File: src/rtl/tile_router_v2_00_a_pkg.sv
// ---------------------------------------------------------------------------
// tile_router_v2_00_a_pkg
// Shared definitions for the tile router input port:
//   - port identity codes (PE0..PE3, NORTH, EAST, SOUTH, WEST)
//   - one-hot route vectors, one bit per port identity
//   - packet header field positions (destination X/Y, source/destination PE)
//   - helper returning the mask of route bits that map to real clients
// Header layout (LSB first): [2:0] SRC_DST_PE, [6:3] DST_Y, [10:7] DST_X.
// ---------------------------------------------------------------------------
package tile_router_v2_00_a_pkg;

  typedef enum logic [2:0] {
    PORT_TYPE_PE0   = 3'd0,
    PORT_TYPE_PE1   = 3'd1,
    PORT_TYPE_PE2   = 3'd2,
    PORT_TYPE_PE3   = 3'd3,
    PORT_TYPE_NORTH = 3'd4,
    PORT_TYPE_EAST  = 3'd5,
    PORT_TYPE_SOUTH = 3'd6,
    PORT_TYPE_WEST  = 3'd7
  } port_type_e;

  localparam logic [7:0] ROUTE_VECTOR_PE0   = 8'h01;
  localparam logic [7:0] ROUTE_VECTOR_PE1   = 8'h02;
  localparam logic [7:0] ROUTE_VECTOR_PE2   = 8'h04;
  localparam logic [7:0] ROUTE_VECTOR_PE3   = 8'h08;
  localparam logic [7:0] ROUTE_VECTOR_NORTH = 8'h10;
  localparam logic [7:0] ROUTE_VECTOR_EAST  = 8'h20;
  localparam logic [7:0] ROUTE_VECTOR_SOUTH = 8'h40;
  localparam logic [7:0] ROUTE_VECTOR_WEST  = 8'h80;

  localparam int ROUTE_WIDTH         = 8;
  localparam int ADDRESS_WIDTH       = 4;
  localparam int SRC_DST_PE_WIDTH    = 3;
  localparam int SRC_DST_PE_FIELD    = 0;  // LSB of SRC_DST_PE
  localparam int DST_ADDRESS_Y_FIELD = 3;  // LSB of DST_Y
  localparam int DST_ADDRESS_X_FIELD = 7;  // LSB of DST_X

  // Route bits below num_clients address a real client; the rest are misroutes.
  function automatic logic [ROUTE_WIDTH-1:0] client_mask(input int num_clients);
    if (num_clients >= ROUTE_WIDTH) return '1;
    return ROUTE_WIDTH'((1 << num_clients) - 1);
  endfunction

endpackage

File: src/rtl/tile_router_v2_00_a_route_calc.sv
// ---------------------------------------------------------------------------
// tile_router_v2_00_a_route_calc
// Purely combinational: tags PE-originated packets with the port identity,
// then computes the XY dimension-order one-hot route of the tagged packet.
// Ports:
//   payload         in  C_PACKET_WIDTH  incoming packet
//   tagged_payload  out C_PACKET_WIDTH  packet as it will be stored
//   route           out 8               one-hot destination port vector
// ---------------------------------------------------------------------------
module tile_router_v2_00_a_route_calc
  import tile_router_v2_00_a_pkg::*;
#(
  parameter int         C_PACKET_WIDTH = 66,
  parameter int         C_ADDRESS_X    = 0,
  parameter int         C_ADDRESS_Y    = 0,
  parameter port_type_e C_PORT_TYPE    = PORT_TYPE_EAST
) (
  input  logic [C_PACKET_WIDTH-1:0] payload,
  output logic [C_PACKET_WIDTH-1:0] tagged_payload,
  output logic [ROUTE_WIDTH-1:0]    route
);

  localparam logic IS_PE_PORT = (C_PORT_TYPE <= PORT_TYPE_PE3);
  localparam logic [ADDRESS_WIDTH-1:0] ADDR_X = ADDRESS_WIDTH'(C_ADDRESS_X);
  localparam logic [ADDRESS_WIDTH-1:0] ADDR_Y = ADDRESS_WIDTH'(C_ADDRESS_Y);

  logic                        x_match;
  logic                        y_match;
  logic [SRC_DST_PE_WIDTH-1:0] dst_pe;

  // NOTE: every signal written in an always_comb gets a default first, so no
  // path leaves it unassigned and no latch is inferred.
  always_comb begin
    tagged_payload = payload;
    if (IS_PE_PORT)
      tagged_payload[SRC_DST_PE_FIELD +: SRC_DST_PE_WIDTH] = C_PORT_TYPE;
  end

  assign dst_pe  = tagged_payload[SRC_DST_PE_FIELD +: SRC_DST_PE_WIDTH];
  assign x_match = (tagged_payload[DST_ADDRESS_X_FIELD +: ADDRESS_WIDTH] == ADDR_X);
  assign y_match = (tagged_payload[DST_ADDRESS_Y_FIELD +: ADDRESS_WIDTH] == ADDR_Y);

  // Each port pairs with one PE and forwards along a fixed dimension order.
  always_comb begin
    route = '0;
    if (x_match && y_match) begin
      route = ROUTE_VECTOR_PE0 << dst_pe;
    end else begin
      case (C_PORT_TYPE)
        PORT_TYPE_EAST,  PORT_TYPE_PE0: route = x_match ? ROUTE_VECTOR_NORTH : ROUTE_VECTOR_WEST;
        PORT_TYPE_WEST,  PORT_TYPE_PE1: route = x_match ? ROUTE_VECTOR_SOUTH : ROUTE_VECTOR_EAST;
        PORT_TYPE_NORTH, PORT_TYPE_PE2: route = y_match ? ROUTE_VECTOR_EAST  : ROUTE_VECTOR_SOUTH;
        PORT_TYPE_SOUTH, PORT_TYPE_PE3: route = y_match ? ROUTE_VECTOR_WEST  : ROUTE_VECTOR_NORTH;
        default:                        route = '0;
      endcase
    end
  end

endmodule

File: src/rtl/tile_router_v2_00_a_input_port.sv
// ---------------------------------------------------------------------------
// tile_router_v2_00_a_input_port
// One router input port: tags and routes each incoming packet, buffers packet
// plus route in a C_FIFO_DEPTH-entry FIFO, and presents the head packet to the
// output clients. Packets whose route names a non-existent client are accepted
// and dropped, and counted in a saturating misroute counter.
// Ports:
//   clk, rst         clock, synchronous active-high reset
//   input_valid      in   upstream packet valid
//   input_accept     out  port can take a packet this cycle
//   input_payload    in   upstream packet
//   clientX_valid    out  one-hot request to head packet's destination client
//   clientX_accept   in   per-client accept
//   clientX_payload  out  head packet replicated per client
//   fifo_count       out  occupied FIFO entries
//   misroute_count   out  saturating count of dropped packets
// ---------------------------------------------------------------------------
module tile_router_v2_00_a_input_port
  import tile_router_v2_00_a_pkg::*;
#(
  parameter int         C_NUM_CLIENTS  = 8,
  parameter int         C_PACKET_WIDTH = 66,
  parameter int         C_FIFO_DEPTH   = 4,
  parameter int         C_ADDRESS_X    = 0,
  parameter int         C_ADDRESS_Y    = 0,
  parameter port_type_e C_PORT_TYPE    = PORT_TYPE_EAST
) (
  input  logic                                  clk,
  input  logic                                  rst,
  input  logic                                  input_valid,
  output logic                                  input_accept,
  input  logic [C_PACKET_WIDTH-1:0]             input_payload,
  output logic [C_NUM_CLIENTS-1:0]              clientX_valid,
  input  logic [C_NUM_CLIENTS-1:0]              clientX_accept,
  output logic [C_PACKET_WIDTH*C_NUM_CLIENTS-1:0] clientX_payload,
  output logic [$clog2(C_FIFO_DEPTH):0]         fifo_count,
  output logic [15:0]                           misroute_count
);

  localparam int PTR_W   = $clog2(C_FIFO_DEPTH);
  localparam int ENTRY_W = C_PACKET_WIDTH + ROUTE_WIDTH;
  localparam logic [ROUTE_WIDTH-1:0] CLIENT_MASK = client_mask(C_NUM_CLIENTS);
  localparam logic [PTR_W:0]         DEPTH       = (PTR_W+1)'(C_FIFO_DEPTH);

  logic [C_PACKET_WIDTH-1:0] tagged_payload;
  logic [ROUTE_WIDTH-1:0]    route;

  tile_router_v2_00_a_route_calc #(
    .C_PACKET_WIDTH (C_PACKET_WIDTH),
    .C_ADDRESS_X    (C_ADDRESS_X),
    .C_ADDRESS_Y    (C_ADDRESS_Y),
    .C_PORT_TYPE    (C_PORT_TYPE)
  ) u_route_calc (
    .payload        (input_payload),
    .tagged_payload (tagged_payload),
    .route          (route)
  );

  // Entry layout: {route, packet}
  logic [ENTRY_W-1:0]        mem [C_FIFO_DEPTH];
  logic [PTR_W-1:0]          wr_ptr;
  logic [PTR_W-1:0]          rd_ptr;
  logic [PTR_W:0]            count;
  logic [15:0]               misroute_cnt;

  logic                      handshake;
  logic                      misroute;
  logic                      push;
  logic                      pop;
  logic [ENTRY_W-1:0]        head;
  logic [ROUTE_WIDTH-1:0]    head_route;
  logic [C_PACKET_WIDTH-1:0] head_packet;

  // Accept depends on registered occupancy only: a full FIFO refuses input
  // even when the head is being popped in the same cycle.
  assign input_accept = !rst && (count < DEPTH);
  assign handshake    = input_valid && input_accept;
  assign misroute     = |(route & ~CLIENT_MASK);
  assign push         = handshake && !misroute;

  assign head        = mem[rd_ptr];
  assign head_route  = head[ENTRY_W-1 -: ROUTE_WIDTH];
  assign head_packet = head[C_PACKET_WIDTH-1:0];

  assign clientX_valid   = (count != '0) ? head_route[C_NUM_CLIENTS-1:0] : '0;
  assign clientX_payload = {C_NUM_CLIENTS{head_packet}};
  assign pop             = !rst && (|(clientX_valid & clientX_accept));

  // NOTE: the storage array has no reset; occupancy is tracked by count, so
  // stale entries are never presented and resetting the array would only add
  // a reset fan-out to every storage bit.
  always_ff @(posedge clk) begin
    if (push) mem[wr_ptr] <= {route, tagged_payload};
  end

  // NOTE: sequential state uses non-blocking assignments so every register
  // samples pre-edge values regardless of statement order.
  always_ff @(posedge clk) begin
    if (rst) begin
      wr_ptr       <= '0;
      rd_ptr       <= '0;
      count        <= '0;
      misroute_cnt <= '0;
    end else begin
      if (push) wr_ptr <= wr_ptr + PTR_W'(1);
      if (pop)  rd_ptr <= rd_ptr + PTR_W'(1);
      case ({push, pop})
        2'b10:   count <= count + (PTR_W+1)'(1);
        2'b01:   count <= count - (PTR_W+1)'(1);
        default: count <= count;
      endcase
      if (handshake && misroute && (misroute_cnt != 16'hFFFF))
        misroute_cnt <= misroute_cnt + 16'd1;
    end
  end

  assign fifo_count     = count;
  assign misroute_count = misroute_cnt;

endmodule

File: config.mk
export PLATFORM = sky130hd
export DESIGN_NAME = tile_router_v2_00_a_input_port
export DESIGN_NICKNAME = d
export VERILOG_FILES = /design/src/rtl/tile_router_v2_00_a_pkg.sv /design/src/rtl/tile_router_v2_00_a_route_calc.sv /design/src/rtl/tile_router_v2_00_a_input_port.sv
export SDC_FILE = /design/constraint.sdc
export NUM_CORES = 1
export LEC_CHECK = 0
export CAP_MARGIN = 15
export CORE_UTILIZATION = 25
export DETAILED_ROUTE_END_ITERATION = 8
export GPL_ROUTABILITY_DRIVEN = 0
export GPL_TIMING_DRIVEN = 0
export PLACE_DENSITY = 0.64
export RECOVER_POWER = 25
export SLEW_MARGIN = 20
export SYNTH_ARGS = -nofsm -noshare
export SYNTH_HDL_FRONTEND = slang
export SYNTH_SLANG_ARGS = --single-unit
File: constraint.sdc
create_clock -name clk -period 3.41 [get_ports clk]
set_input_delay 0.341 -clock clk [delete_from_list [all_inputs] [get_ports clk]]
set_output_delay 0.341 -clock clk [all_outputs]
set_load 0.05 [all_outputs]
# Word-level counts from Yosys, hierarchy flattened
# Memory sizes are Yosys's and may differ from the RTL's. A register that Yosys moved wholly into a read port is not among the register bits.
# Index checks and enable logic that the tools add are counted.
dict set report classes {
  magnitude_cmp 1
  shift 1
  n_eq_ne 2
  mux 8
  addsub 4
  n_bitwise 1
  n_reduce_logical 10
}
# cell n
set ops {}
lappend ops {{$mux W8} 3}
lappend ops {{$and A8 B8 Y8} 1}
lappend ops {{$logic_not A4 Y1} 2}
lappend ops {{$reduce_or A8 Y1} 1}
lappend ops {{$shl A1 B3 Y8 const A} 1}
lappend ops {{$pmux W3 S2} 1}
lappend ops {{$add A2 B1 Y2 const B} 2}
lappend ops {{$logic_and A1 B1 Y1} 4}
lappend ops {{$mux W2} 2}
lappend ops {{$add A3 B1 Y3 const B} 1}
lappend ops {{$lt A3 B3 Y1 const B} 1}
lappend ops {{$reduce_bool A3 Y1} 1}
lappend ops {{$sub A3 B1 Y3 const B} 1}
lappend ops {{$eq A2 B1 Y1 const B} 1}
lappend ops {{$eq A2 B2 Y1 const B} 1}
lappend ops {{$mux W1} 2}
lappend ops {{$reduce_bool A2 Y1} 1}
lappend ops {{$logic_not A1 Y1} 1}
dict set report totals {
  ram_bits 296
  ff_bits 7
  in_bits 77
  n_memories 1
  elab_cells 31
  out_inout_bits 556
}
# name depth width rd rd_clocked_by_memory_dff write_ports line
set mem_list {}
lappend mem_list {mem 4 74 1 1 1 tile_router_v2_00_a_input_port.sv:60} ;# logic [ENTRY_W-1:0] mem [C_FIFO_DEPTH];

# Depth between registers and ports, before layout
# Gate-level depths: netlist (run 1).
dict set report logic_depth {
  ltp_word 7
  depth_mapped 13
  mapped_depth_nobuf 11
}

# Cells and area by module
# Synthesis (run 1) repeated with hierarchy kept, for this count alone.
dict set report unflattened {
  hier_cells 1022
  area_unflattened_um2 15471.1
}
# module n_inst seq_area_each_um2 area_per_inst_um2 cells_each
set by_module_without_submodules {}
lappend by_module_without_submodules {tile_router_v2_00_a_input_port 1 9068.7 14849.2 937}
lappend by_module_without_submodules {tile_router_v2_00_a_route_calc 1 0.0 621.8 85}

# Least setup slack after synthesis (run 1)
# Ideal clock, no wire load.
dict set report synth_path {
  path_kind {reg2reg}
  startpoint {register count[2] (netlist: fifo_count[2])}
  endpoint {memory mem[0][0] (netlist bit), enable pin}
  arrival_time_ps 3249
  period_less_slack_ps 3689
  path_buffers 0
  path_slack_ps -279
  t_required_ps 2969
  stages_incl_launch_ff 3
  setup_time_ps 441
  path_cell_list {dfxtp_1 -> nor2_1 -> and3_1}
}
dict set report synth_between {
  elab_chain_len 5
}
# element line
set synth_rtl {}
lappend synth_rtl {{start: declaration} tile_router_v2_00_a_input_port.sv:63} ;# logic [PTR_W:0] count;
lappend synth_rtl {{start signal: assignment} tile_router_v2_00_a_input_port.sv:108} ;# 2'b10: count <= count + (PTR_W+1)'(1);
lappend synth_rtl {{start signal: assignment} tile_router_v2_00_a_input_port.sv:109} ;# 2'b01: count <= count - (PTR_W+1)'(1);
lappend synth_rtl {{start signal: assignment} tile_router_v2_00_a_input_port.sv:110} ;# default: count <= count;
lappend synth_rtl {{$lt A3 B3 Y1} tile_router_v2_00_a_input_port.sv:76} ;# assign input_accept = !rst && (count < DEPTH);
lappend synth_rtl {{$logic_and A1 B1 Y1} tile_router_v2_00_a_input_port.sv:76}
lappend synth_rtl {{via input_accept} tile_router_v2_00_a_input_port.sv:31} ;# output logic input_accept,
lappend synth_rtl {{$logic_and A1 B1 Y1} tile_router_v2_00_a_input_port.sv:77} ;# assign handshake = input_valid && input_accept;
lappend synth_rtl {{$mux W1} tile_router_v2_00_a_input_port.sv:93} ;# if (push) mem[wr_ptr] <= {route, tagged_payload};
lappend synth_rtl {{$mux W1 (implied by the code)} tile_router_v2_00_a_input_port.sv:93}
lappend synth_rtl {{end: declaration} tile_router_v2_00_a_input_port.sv:60}
# The timed path passes the listed nets, and every way through them passes these cells.

==> results.cfg, run 1 <==
[worst_setup_path]
slowest_stage = clkdlybuf4s50_1
reg2reg_to = fifo_count[2]
crit_path_start_kind = flip-flop
path_class = reg2out
worstPathArrival_ns = 2.93
worstPathMaxFanout = 10
critPathMostFrequentCell = buf_6
crit_path_end_kind = output port
rrSetupSlack_ns = 0.19
slowest_delay_ns = 0.69
crit_chain = buf_6 -> buf_6 -> buf_6 -> mux4_2 -> buf_4 -> clkdlybuf4s50_1
worstRegToRegCells = 12
cp.required_ns = 3.07

[sta]
slew_headroom_pct = -24.1
report.final.slew_viol_count = 64
max_freq_mhz = 306
hold_violations = 0
tightest_slew_ns = 1.86
setup_violations = 0
fin_setup_tns_ns = 0
hold_slack_ns = 0.525
fin_skew_ns = 0.0120
min_period_ns = 3.27
setup_ws_ns = 0.137
fin_crit_sh_pct = 96.0

[grt]
antenna_found_initial = 5
grt_max_degree = 44
grt_usage_pct = 11.4
grt_pass1_vias = 8823
grt_first_pass_wirelength_mm = 52.4
grt_overflow = 0

[yosys]
syn_area_um2 = 14900
synth.distinct_cells = 38
ys_warn_count = 0
ys_seq_area_share_pct = 60.7
synth.top_cells.by_count = buf_4, edfxtp_1, mux4_2
ys.flop_type = edfxtp_1
synth.most_common_cell = buf_4
ys_ff_latch = 305
async_flop_share_pct = 0
synth_area_leaders = edfxtp_1, buf_4, mux4_2
synth_top_area_share_pct = 59.5
synth_edf_count = 296
syn_inst = 954
synth_top_area_cell = edfxtp_1
syn_avg_cell_area_um2 = 15.7

[drt]
vias = 9057
dr.pass1.iters = 4
initialDrtViolationCount = 282
drc = 0
post_drt_via_cell_ratio = 3.73
wl_per_cell_um = 15.3
wl_mm = 37.2
ant_nets = 0

[clock_tree]
path_clk_slew_ns = 0.05
cts_tree = built
cts.htree.levels = 2
clock_path_buffers = 3
cts.root.buffer_cell = clkbuf_16
clk-insertion-delay-late_ns = 0.52
cts_buffers = 34
clock_sinks = 305

[cells_and_area]
nFillCells = 5669
stdcell_area_um2 = 23000
final_core_util_pct = 39.0
final_nets = 1709
multiInputGateArea_um2 = 2230
regArea_um2 = 9070
fin_cells = 2428
drive_gt1_share_pct = 38.8
syn_to_final_growth_pct = 54.2

[floorplanning]
start_util_pct = 25.3
fp.dieH_um = 246
coreArea_um2 = 59000
rows = 89
die_area_um2 = 60700
io-pin-count = 633
dieWidth_um = 246

[job]
maxCapViolations = 2

[placed_design]
place_ws_ns = -0.283
port_buffers = 616
placed_cell_area_um2 = 22300
dp_hpwl_mm = 27.7
place_inst = 2362

[power_and_ir_drop]
swShare_pct = 49.8
p_sw_mw = 11.1
ir_worst_vdd_mv = 0.613
power_mw = 22.4
cellPowerDensity_nw_per_um2 = 971
leakage_nw = 10.0
p_seq_share_pct = 19.5
p_comb_share_pct = 64.8
pwr-share-clk_pct = 15.7
internal-power_mw = 11.2

[worst_hold_path]
min_path_cells = 1
hold_end = mem[3][58]
hold_path_class = in2reg
min_from = input_payload[58]

[outcome]
outcome = complete, but fails checks
violations = max-capacitance violations, max-slew violations
-- what timing repair did --
| item | in CTS | in global routing |
|---|---|---|
| buffers inserted | 0 | 1 |
| endpoints found under the setup margin | 529 | 150 |
| resized for setup | 421 | 108 |
| hold buffers | 0 | 0 |
| endpoints found under the hold margin | 0 | 0 |
| cloned | 0 | 0 |
-- layer usage --
metal,wire length [µm],vias up,GRT usage [%]
met4,666,2,3.27
met2,19800,348,21.1
li1,-,4299,-
met3,2520,50,2.76
met1,14100,4358,12.9
met5,11,-,0
-- power groups by stage --
stage	Combinational (mW)	Clock, mW	Sequential, mW
5_1_grt	15.1	3.75	4.37
3_5_place_dp	15.8	0	4.43
6_report	14.5	3.52	4.35
2_1_floorplan	11.1	0	4.46
3_3_place_gp	15.6	0	4.43
4_1_cts	14.7	3.62	4.35
-- cells by family (layout without fill, tap and decap cells) --
family | count (synthesis) | in the layout | synth area share (%)
buf+inv | 502 | 1184 | 24.8
flops | 305 | 305 | 60.7
mux | 78 | 78 | 11.4
simple gates | 46 | 46 | 1.65
compound gates | 13 | 13 | 0.721
fa+ha+maj | 6 | 6 | 0.553
xor+xnor | 3 | 3 | 0.176
other cells | 1 | 20 | 0.0251
-- registers in the layout, indices dropped and copies added (netlist names), named ones only --
| register | flops |
|---|---|
| rd_ptr | 2 |
| fifo_count | 3 |
| mem | 296 |
| wr_ptr | 2 |
-- how the worst max path moves through the flow --
stage | slack [ns] | from | depth (start not counted) | to
after floorplan | 0.52 | fifo_count[2] | 2 | mem[0][0]
after global routing | -0.001 | flip-flop | 6 | clientX_payload[99]
final | 0.14 | flip-flop | 6 | clientX_payload[67]
after detailed placement | -0.28 | flip-flop | 6 | clientX_payload[502]
after global placement | -0.82 | flip-flop | 6 | clientX_payload[502]
after CTS | 0.00006 | flip-flop | 6 | clientX_payload[88]
-- cell type report --
type	instances	share of cell area (%)
Antenna cell	4	0.0435
Buffer	496	16.2
Clock buffer	48	4.02
Clock inverter	13	0.609
Inverter	6	0.0978
Multi-Input combinational cell	162	9.69
Sequential cell	305	39.4
Tap cell	773	4.20
Timing Repair Buffer	621	25.8
-- layout by cell type, fill, tap and decap left out, types with 5 or more instances in the layout --
| cell type | Yosys | final |
|---|---|---|
| inv_1 | 6 | 6 |
| dlygate4sd2_1 | 0 | 381 |
| clkbuf_16 | 0 | 35 |
| mux4_2 | 73 | 73 |
| nor2b_1 | 10 | 10 |
| clkbuf_2 | 0 | 12 |
| edfxtp_1 | 296 | 296 |
| buf_2 | 6 | 6 |
| clkdlybuf4s50_1 | 0 | 76 |
| dfxtp_1 | 9 | 9 |
| ha_1 | 5 | 5 |
| dlymetal6s2s_1 | 0 | 76 |
| clkbuf_1 | 3 | 14 |
| buf_6 | 2 | 5 |
| nor2_1 | 14 | 14 |
| clkinv_2 | 0 | 6 |
| dlygate4sd3_1 | 0 | 66 |
| conb_1 | 1 | 16 |
| buf_4 | 478 | 486 |
-- critical path: cells and delay by family, from the launching register on --
kind	cells	cell delay, ns
mux	1	0.65
flops	1	0.32
buf+inv	5	1.43
No activity file was read; power rests on OpenSTA's default activity.
==> inputs of run 2 (changes only) <==
--- a/config.mk
+++ b/config.mk
@@ -7,6 +7,7 @@
 export LEC_CHECK = 0
 export CAP_MARGIN = 15
 export CORE_UTILIZATION = 25
+export CTS_BUF_LIST = sky130_fd_sc_hd__clkbuf_4
 export DETAILED_ROUTE_END_ITERATION = 8
 export GPL_ROUTABILITY_DRIVEN = 0
 export GPL_TIMING_DRIVEN = 0
==> run 2 against run 1 <==
The flow now finishes without violations. Worst hold slack worse by 0.23 ns. Register-to-register slack gained 0.05 ns. Critical path type unchanged. Total power shrank 0.89%. Count of clock-buffer cells in the layout rose by 70. Die area is the same. Critical endpoint is now clientX_valid[3]. Worst setup slack better by 0.082 ns. Critical path depth down 1. Non-clock buffer count rose by 47. Cell count increased by 5.2%.
==> results.cfg, run 2 (same netlist as run 1, synthesis figures left out) <==
[floorplanning]
dieWidth_um = 246
coreArea_um2 = 59000
start_util_pct = 25.3
fp.dieH_um = 246
rows = 89
io-pin-count = 633
die_area_um2 = 60700

[sta]
tightest_slew_ns = 0.829
hold_violations = 0
max_freq_mhz = 313
fin_crit_sh_pct = 93.6
slew_headroom_pct = 44.2
hold_slack_ns = 0.291
report.final.slew_viol_count = 0
rsz0062_at_grt = true
fin_skew_ns = 0.0359
setup_violations = 0
min_period_ns = 3.19

[cells_and_area]
top_register = mem
largest_reg_flops = 296
final_cell_mix = buf_4, edfxtp_1, dlygate4sd2_1
stdcell_area_um2 = 22400
layout_commonest_cell = buf_4
syn_to_final_growth_pct = 49.8
final_nets = 1804
drive_gt1_share_pct = 62.4

[worst_setup_path]
worstPathMaxFanout = 10
crit_chain = buf_6 -> buf_12 -> mux4_2 -> nor2b_1 -> clkdlybuf4s50_1
crit_path_start_kind = flip-flop
slowest_stage = clkdlybuf4s50_1
path_class = reg2out
cp.required_ns = 3.07
cp_num_buf_inv = 3
crit_family = buffers and inverters
worstPathArrival_ns = 2.85
slowest_delay_ns = 0.74
crit_path_end_kind = output port

[grt]
grt_overflow = 0
grt_pass1_vias = 9215
grt_usage_pct = 11.7
antenna_found_initial = 6
grt_max_degree = 44
grt_first_pass_wirelength_mm = 53.4

[power_and_ir_drop]
p_comb_share_pct = 65.7
swShare_pct = 50.9
leakage_nw = 9.57
p_sw_mw = 11.3
cellPowerDensity_nw_per_um2 = 991
internal-power_mw = 10.9
ir_worst_vdd_mv = 0.564
pwr-share-clk_pct = 14.6
p_seq_share_pct = 19.6

[placed_design]
port_buffers = 616
placed_cell_area_um2 = 22300
dp_hpwl_mm = 27.7

[drt]
post_drt_via_cell_ratio = 3.74
wl_per_cell_um = 14.9
dr.pass1.iters = 4
wl_mm = 38.1
vias = 9565
drc = 0
initialDrtViolationCount = 259
ant_nets = 0

[worst_hold_path]
hold_path_class = in2reg

[job]
maxCapViolations = 0

[clock_tree]
clock_sinks = 305
clk-insertion-delay-late_ns = 0.75
cts_tree = built
cts_hold_buffers = 0
cts_buffers = 82
clock_path_buffers = 3
cts.root.buffer_cell = clkbuf_4
path_clk_slew_ns = 0.06
cts.htree.levels = 3

[outcome]
outcome = complete, no violations
==> run 2: cell types whose count changed in the layout (fill, tap and decap cells not counted), moves of 4 or more <==
| cell | before | now |
|---|---|---|
| clkbuf_16 | 35 | 0 |
| buf_12 | 0 | 6 |
| clkbuf_1 | 14 | 1 |
| buf_4 | 486 | 617 |
| clkbuf_2 | 12 | 107 |
| dlymetal6s2s_1 | 76 | 5 |
| clkbuf_4 | 2 | 119 |
| clkdlybuf4s15_2 | 0 | 43 |
| buf_2 | 6 | 115 |
| clkinv_2 | 6 | 2 |
| clkinv_1 | 3 | 16 |
| dlygate4sd2_1 | 381 | 168 |
| clkdlybuf4s50_1 | 76 | 21 |
==> run 2: path summary, 6_finish.rpt <==
kind / to / startpoint / depth (start not counted) / slack, ns
worst max-delay path: clientX_valid[3] / flip-flop / 5 / 0.22
worst max register to register: fifo_count[2] / flip-flop / 12 / 0.24
worst min-delay path: mem[3][58] / input_payload[58] / 1 / 0.29
worst min register to register: wr_ptr[1] / wr_ptr[1] / 2 / 0.56
==> run 2: timing repair <==
action                                  in CTS  in global routing
pin swaps                                    0                  0
gates resized for setup                    917                505
buffers inserted                             7                 41
endpoints found under the setup margin     529                437
==> run 2: cell type report <==
class	count	area, µm²
diodes	4	10.0
plain buffers	496	3790
repair buffers	668	5210
inverters	6	22.5
well taps	773	967
clock inverters	23	168
clock buffers	118	886
flip-flops and latches	305	9070
multi-input cells	162	2240
fillers	5853	36600
==> run 2: power by group through the flow <==
stage / Combinational [mW] / Clock (mW) / Sequential [mW]
after floorplan: 11.1 / 0 / 4.46
after global placement: 15.6 / 0 / 4.43
after detailed placement: 15.8 / 0 / 4.43
after CTS: 14.8 / 3.40 / 4.35
after global routing: 15.2 / 3.58 / 4.36
final: 14.6 / 3.24 / 4.35
==> run 2: layer usage <==
metal | global-route usage (%) | wire length, µm
met1 | 12.7 | 14400
met2 | 21.2 | 20300
met3 | 3.85 | 2690
met4 | 4.10 | 723
met5 | 0 | 11
==> run 2: stage by stage <==
stage | instances | total power [mW] | utilization, % | TNS (ns) | setup WS, ns
after floorplan | 969 | 15.6 | - | 0 | 0.524
after global placement | 2358 | 20.1 | 37.5 | -246.62 | -0.816
after detailed placement | 2362 | 20.2 | 37.7 | -59.46 | -0.283
after CTS | 2510 | 22.5 | 39.2 | -21.50 | -0.134
after global routing | 2553 | 23.1 | 37.9 | -0.173 | -0.0254
final | 2555 | 22.2 | 37.9 | 0 | 0.219
